<file path="src/rtl/acq_pkg.sv">
// rtl/acq_pkg.sv - shared state encodings and host command bytes for the acquisition sequencer
package acq_pkg;

    typedef enum logic [1:0] {
        IDLE = 2'd0,
        ARM  = 2'd1,
        ACQ  = 2'd2,
        TXD  = 2'd3
    } seq_state_t;

    typedef enum logic [2:0] {
        P_CMD  = 3'd0,
        P_MASK = 3'd1,
        P_PAT  = 3'd2,
        P_NHI  = 3'd3,
        P_NLO  = 3'd4
    } parse_state_t;

    localparam logic [7:0] CMD_ABORT = 8'd98;
    localparam logic [7:0] CMD_RUN   = 8'd114;
    localparam logic [7:0] CMD_CONT  = 8'd99;
    localparam logic [7:0] CMD_MASK  = 8'd109;
    localparam logic [7:0] CMD_PAT   = 8'd112;
    localparam logic [7:0] CMD_NSAMP = 8'd110;

    // A zero sample count would stall the capture engine, so it is promoted to one.
    function automatic logic [15:0] clamp_samples(input logic [15:0] n);
        return (n == 16'd0) ? 16'd1 : n;
    endfunction

endpackage

</file>
<file path="src/rtl/cmd_parser.sv">
// rtl/cmd_parser.sv - host byte parser holding trigger and sample-count configuration
module cmd_parser
    import acq_pkg::*;
#(
    parameter int PROBE_W     = 8,
    parameter int DEF_SAMPLES = 1024
) (
    input  logic               clk,
    input  logic               rst,
    input  logic [7:0]         rx_data,
    input  logic               rx_data_fresh,
    input  logic               busy,
    output logic [PROBE_W-1:0] trig_mask,
    output logic [PROBE_W-1:0] trig_pattern,
    output logic [15:0]        sample_count,
    output logic               start,
    output logic               start_cont,
    output logic               abort,
    output logic               cmd_err
);

    parse_state_t       pstate_q, pstate_d;
    logic [PROBE_W-1:0] mask_q, mask_d;
    logic [PROBE_W-1:0] pat_q, pat_d;
    logic [15:0]        cnt_q, cnt_d;
    logic [7:0]         nhi_q, nhi_d;

    always_comb begin
        pstate_d   = pstate_q;
        mask_d     = mask_q;
        pat_d      = pat_q;
        cnt_d      = cnt_q;
        nhi_d      = nhi_q;
        start      = 1'b0;
        start_cont = 1'b0;
        abort      = 1'b0;
        cmd_err    = 1'b0;
        if (rx_data_fresh) begin
            case (pstate_q)
                P_CMD: begin
                    case (rx_data)
                        CMD_ABORT: abort = 1'b1;
                        CMD_RUN, CMD_CONT: begin
                            if (busy) begin
                                cmd_err = 1'b1;
                            end else begin
                                start      = 1'b1;
                                start_cont = (rx_data == CMD_CONT);
                            end
                        end
                        CMD_MASK:  if (busy) cmd_err = 1'b1; else pstate_d = P_MASK;
                        CMD_PAT:   if (busy) cmd_err = 1'b1; else pstate_d = P_PAT;
                        CMD_NSAMP: if (busy) cmd_err = 1'b1; else pstate_d = P_NHI;
                        default:   cmd_err = 1'b1;
                    endcase
                end
                // Argument bytes are raw data; an abort value here is not a command.
                P_MASK: begin
                    mask_d   = rx_data[PROBE_W-1:0];
                    pstate_d = P_CMD;
                end
                P_PAT: begin
                    pat_d    = rx_data[PROBE_W-1:0];
                    pstate_d = P_CMD;
                end
                P_NHI: begin
                    nhi_d    = rx_data;
                    pstate_d = P_NLO;
                end
                P_NLO: begin
                    cnt_d    = clamp_samples({nhi_q, rx_data});
                    pstate_d = P_CMD;
                end
                default: pstate_d = P_CMD;
            endcase
        end
    end

    always_ff @(posedge clk) begin
        if (rst) begin
            pstate_q <= P_CMD;
            mask_q   <= '0;
            pat_q    <= '0;
            cnt_q    <= 16'(DEF_SAMPLES);
            nhi_q    <= '0;
        end else begin
            pstate_q <= pstate_d;
            mask_q   <= mask_d;
            pat_q    <= pat_d;
            cnt_q    <= cnt_d;
            nhi_q    <= nhi_d;
        end
    end

    assign trig_mask    = mask_q;
    assign trig_pattern = pat_q;
    assign sample_count = cnt_q;

endmodule

</file>
<file path="src/rtl/acq_sequencer.sv">
// rtl/acq_sequencer.sv - IDLE/ARM/ACQ/TXD capture sequencer; ACQ_TIMEOUT_EN adds an ACQ watchdog
module acq_sequencer
    import acq_pkg::*;
#(
    parameter int PROBE_W        = 8,
    parameter int DEF_SAMPLES    = 1024,
    parameter int TIMEOUT_CYCLES = 2**20
) (
    input  logic               clk,
    input  logic               rst,
    input  logic [7:0]         rx_data,
    input  logic               rx_data_fresh,
    input  logic [PROBE_W-1:0] probe,
    input  logic               done_acq,
    input  logic               done_txd,
    output logic               grant_acq,
    output logic               grant_txd,
    output logic [15:0]        sample_count,
    output logic [PROBE_W-1:0] trig_mask,
    output logic [PROBE_W-1:0] trig_pattern,
    output logic               busy,
    output logic               err
);

    seq_state_t state_q, state_d;
    logic       cont_q, cont_d;
    logic       grant_acq_q, grant_txd_q, err_q;
    logic       start, start_cont, abort, cmd_err;
    logic       trig_match;
    logic       tmo_err;

    cmd_parser #(
        .PROBE_W    (PROBE_W),
        .DEF_SAMPLES(DEF_SAMPLES)
    ) u_parser (
        .clk          (clk),
        .rst          (rst),
        .rx_data      (rx_data),
        .rx_data_fresh(rx_data_fresh),
        .busy         (busy),
        .trig_mask    (trig_mask),
        .trig_pattern (trig_pattern),
        .sample_count (sample_count),
        .start        (start),
        .start_cont   (start_cont),
        .abort        (abort),
        .cmd_err      (cmd_err)
    );

    assign trig_match = ((probe & trig_mask) == (trig_pattern & trig_mask));

`ifdef ACQ_TIMEOUT_EN
    localparam int TMO_W = $clog2(TIMEOUT_CYCLES + 1);
    localparam logic [TMO_W-1:0] TMO_LAST = TMO_W'(TIMEOUT_CYCLES - 1);

    logic [TMO_W-1:0] tmo_q, tmo_d;

    // Counter is zero in every cycle outside ACQ, so it restarts on each ACQ entry.
    always_comb begin
        tmo_d = '0;
        if (state_q == ACQ) begin
            tmo_d = tmo_q + 1'b1;
        end
    end

    always_ff @(posedge clk) begin
        if (rst) begin
            tmo_q <= '0;
        end else begin
            tmo_q <= tmo_d;
        end
    end
`endif

    always_comb begin
        state_d = state_q;
        cont_d  = cont_q;
        tmo_err = 1'b0;
        if (abort) begin
            state_d = IDLE;
            cont_d  = 1'b0;
        end else begin
            case (state_q)
                IDLE: begin
                    if (start) begin
                        state_d = ARM;
                        cont_d  = start_cont;
                    end
                end
                ARM: begin
                    if (trig_match) begin
                        state_d = ACQ;
                    end
                end
                ACQ: begin
                    if (done_acq) begin
                        state_d = TXD;
`ifdef ACQ_TIMEOUT_EN
                    end else if (tmo_q == TMO_LAST) begin
                        state_d = IDLE;
                        cont_d  = 1'b0;
                        tmo_err = 1'b1;
`endif
                    end
                end
                TXD: begin
                    if (done_txd) begin
                        state_d = cont_q ? ARM : IDLE;
                    end
                end
                default: state_d = IDLE;
            endcase
        end
    end

    always_ff @(posedge clk) begin
        if (rst) begin
            state_q     <= IDLE;
            cont_q      <= 1'b0;
            grant_acq_q <= 1'b0;
            grant_txd_q <= 1'b0;
            err_q       <= 1'b0;
        end else begin
            state_q     <= state_d;
            cont_q      <= cont_d;
            grant_acq_q <= (state_d == ACQ);
            grant_txd_q <= (state_d == TXD);
            err_q       <= cmd_err | tmo_err;
        end
    end

    assign grant_acq = grant_acq_q;
    assign grant_txd = grant_txd_q;
    assign err       = err_q;
    assign busy      = (state_q != IDLE);

endmodule

</file>
<file path="config.mk">
export PLATFORM = sky130hd
export DESIGN_NAME = acq_sequencer
export DESIGN_NICKNAME = d
export VERILOG_FILES = /design/src/rtl/acq_pkg.sv /design/src/rtl/cmd_parser.sv /design/src/rtl/acq_sequencer.sv
export SDC_FILE = /design/constraint.sdc
export NUM_CORES = 1
export LEC_CHECK = 0
export ABC_AREA = 1
export CELL_PAD_IN_SITES_DETAIL_PLACEMENT = 1
export CELL_PAD_IN_SITES_GLOBAL_PLACEMENT = 2
export CORE_MARGIN = 2
export CORE_UTILIZATION = 24
export DETAILED_ROUTE_END_ITERATION = 7
export PLACE_DENSITY_LB_ADDON = 0.1
export REMOVE_ABC_BUFFERS = 1
export SLEW_MARGIN = 30
export SYNTH_ARGS = -nofsm -noshare
export SYNTH_HDL_FRONTEND = slang
export SYNTH_HIERARCHICAL = 1
export SYNTH_SLANG_ARGS = --single-unit
</file>
<file path="constraint.sdc">
create_clock -name clk -period 1.7 [get_ports clk]
set_clock_uncertainty 0.05 [all_clocks]
set_input_delay 0.34 -clock clk [delete_from_list [all_inputs] [get_ports clk]]
set_output_delay 0.34 -clock clk [all_outputs]
set_load 0.05 [all_outputs]
</file>
==> key figures <==
Synth
  • FFs w/ async S/R, synth: 0%
  • Top cells by area, synth: dfxtp_1 (43%), nand2_1 (11%), a21oi_1 (9.3%)
  • Dominant synthesized flop cell: dfxtp_1
  • Register area share after synthesis: a little over two fifths
  • Netlist cell types: 29
  • Post-Syn Area per Cell: approximately 7.3 sq um
  • Synth warnings: 6
  • Register bit total from synthesis: 49
  • Most common cell in the netlist: nand2_1
  • EDFF count, synth: 0
  • Synth top cells by count: nand2_1 (66), dfxtp_1 (49), a21oi_1 (42)
  • Synth Cell Area: ~2300 sq um
  • Area share of the largest cell type after synthesis: between 40 and 50%
  • Syn Inst Count: 310
  • Area leader, netlist: dfxtp_1

GRT
  • Pin count of the biggest net entering global routing: 37
  • Initial antenna violation count: 0
  • GRT Total Usage: about 14%
  • Total grt overflow: 0
  • Global-route wire length before repair: 11,700 um
  • Vias in the first global route: about 2,400

Min path
  • Hold WC Path Type: flop to flop
  • Hold Path Depth: 2
  • Sink of the worst hold path: u_parser/sample_count[12]
  • Hold Path Origin: u_parser/sample_count[12]

Routing
  • Post-route antenna net violation count: 0
  • Max layer used: met4
  • DR WL met3: approximately 210 um
  • M1 wire length: around 3400 um
  • DRC viols: 0
  • 1st-iter DRT viols: 39
  • Wirelength per Cell: about 13 um
  • DR vias/cell: between 4 and 5
  • Final wirelength: 6920 um
  • Drt pass-1 iters: 4
  • Via count: between 2,000 and 2,500
  • WL met2: 3240 um

CTS
  • CTS Buf Count: 5
  • CTS root buf: clkbuf_8
  • Reg clk slew, reported paths: roughly 0.090 ns
  • TritonCTS sink count: about 50
  • Worst-Skew Late Latency: ~0.3 ns
  • Max Root-Sink Buffers: 2
  • H-tree Lvls: 2
  • TritonCTS clock tree: yes

Timing
  • Final setup viols: 0
  • Slew headroom: 75.8%
  • TNS Setup: 0 ns
  • Worst slew pin tran: between 0.3 and 0.4 ns
  • Final Max Slew Viols: 0
  • Tmin final: ~1.6 ns
  • Period utilisation layout: a little over nine tenths
  • Fin Hold WS: ~0.42 ns
  • Fin. Hold Viols: 0
  • RSZ-0062 raised after global routing: true
  • Fmax: around 620 MHz

Finish
  • Fin nets: 424
  • Area growth syn-to-layout: 51.0%
  • Final core utilization: 37.1%
  • N_diodes: 0
  • Fill cell count: about 1,100
  • Share of post-route cells with drive strength above 1: about a third
  • Non-Filler Instances: between 500 and 600
  • Register area: 983 sq um
  • Area of the multi-input gates: 1130 sq um

Critical path
  • Startpoint Class: flop
  • FF-to-FF path depth: 7
  • RR Endpoint: u_parser/pstate_q[1]
  • WS Path Type: flop to output port
  • Endpoint class of the critical path: output port
  • R2R setup slack: 0.25 ns
  • Reg2reg start: state_q[0]
  • Critical path peak fanout: 6
  • Required @ worst endpoint: roughly 1.3 ns
  • Worst EP arrival: 1.22 ns

Placement
  • Dpl hpwl: around 5300 um
  • Port Buffers: 56
  • Routability cong.: roughly 0.73
  • DP Cell Count: 502

Power and ir drop
  • Leak Pwr: 1.56 nW
  • Final Power: between 4 and 5 mW
  • Peak supply drop: about 0.49 mV
  • Power per cell area: 1220 nW/um^2

Floorplan
  • Core Region: approximately 9200 sq um
  • Die ar.: around 10,000 sq um
  • Die X: 101 um
  • Initial Util: about a quarter
  • FP Rows: 35
  • Die H: between 100 and 150 um
  • # IOs: between 50 and 60

Run status
  • Status: finished clean

Job
  • Max-Cap Viols: 0
[how the worst max path moves through the flow]
stage | end | from | slack [ns]
finish | busy | state_q[0] | 0.09
global route | grant_acq | rx_data[3] | -0.06
CTS | busy | state_q[0] | 0.04
detailed placement | grant_acq | rx_data[5] | -0.57
global placement | grant_acq | rx_data[0] | -0.51
floorplan | grant_acq | rx_data[7] | 0.07
[repair_timing]
item	CTS	global route
gates resized for setup	13	12
hold buffers	0	0
endpoints found under the hold margin	0	0
pin swaps	3	5
setup buffers	2	3
endpoints found under the setup margin	4	7
[where the power goes]
part / total [mW] / internal, mW / switching [mW]
clock network: 0.693 / 0.286 / 0.407
registers: 1.52 / 1.34 / 0.182
logic: 1.96 / 0.767 / 1.19
[metal layers]
metal	vias to the layer above	GRT usage, %
met5	-	0
met1	1057	19.7
met2	30	23.7
met4	0	3.12
met3	4	2.77
li1	1185	-
[stage by stage]
stage | setup WS (ns) | area (sq um)
2_1_floorplan | 0.0722 | 2200
3_3_place_gp | -0.513 | 3240
3_5_place_dp | -0.569 | 3240
4_1_cts | 0.0429 | 3350
5_1_grt | -0.0558 | 3410
6_report | 0.0909 | 3410
[cell families (layout without fill, tap and decap cells)]
family / after synthesis / after routing / share of synthesized area, %
flops: 49 / 49 / 43.4
simple gates: 131 / 131 / 28.4
buf+inv: 49 / 142 / 9.19
compound gates: 81 / 81 / 19.0
[cell type report]
cell class / instances / share of cell area (%)
multi-input combinational: 212 / 33.0
sequential: 49 / 28.8
timing repair buffer: 95 / 27.3
inverter: 40 / 4.40
tap: 111 / 4.07
clock buffer: 5 / 2.02
clock inverter: 2 / 0.403
[worst max-delay path, cell delays in order, from the launching register on]
cell,delay [ns]
dfxtp_2,0.35
nor2_2,0.18
inv_2,0.07
buf_4,0.16
buf_12,0.15
[placed cells by master (no fill, tap or decap), types with 6 or more instances in the layout]
master	Yosys	layout
nand2_1	66	62
buf_4	4	61
dfxtp_1	49	47
a21oi_1	42	42
inv_1	28	27
o21ai_0	27	27
nor2_1	19	18
buf_12	0	14
inv_2	12	13
nand3_1	13	13
clkdlybuf4s50_1	0	11
nand2_2	6	9
dlygate4sd2_1	0	8
nor2_2	9	7
o21ai_1	6	6
[registers in the layout (all words and copies together) (netlist names)]
name and count:
cont_q 1, u_parser/trig_mask 8, u_parser/nhi_q 8, grant_acq 1, state_q 2, u_parser/sample_count 16
err 1, grant_txd 1, u_parser/trig_pattern 8, u_parser/pstate_q 3
No activity file was read; power rests on OpenSTA's default activity.
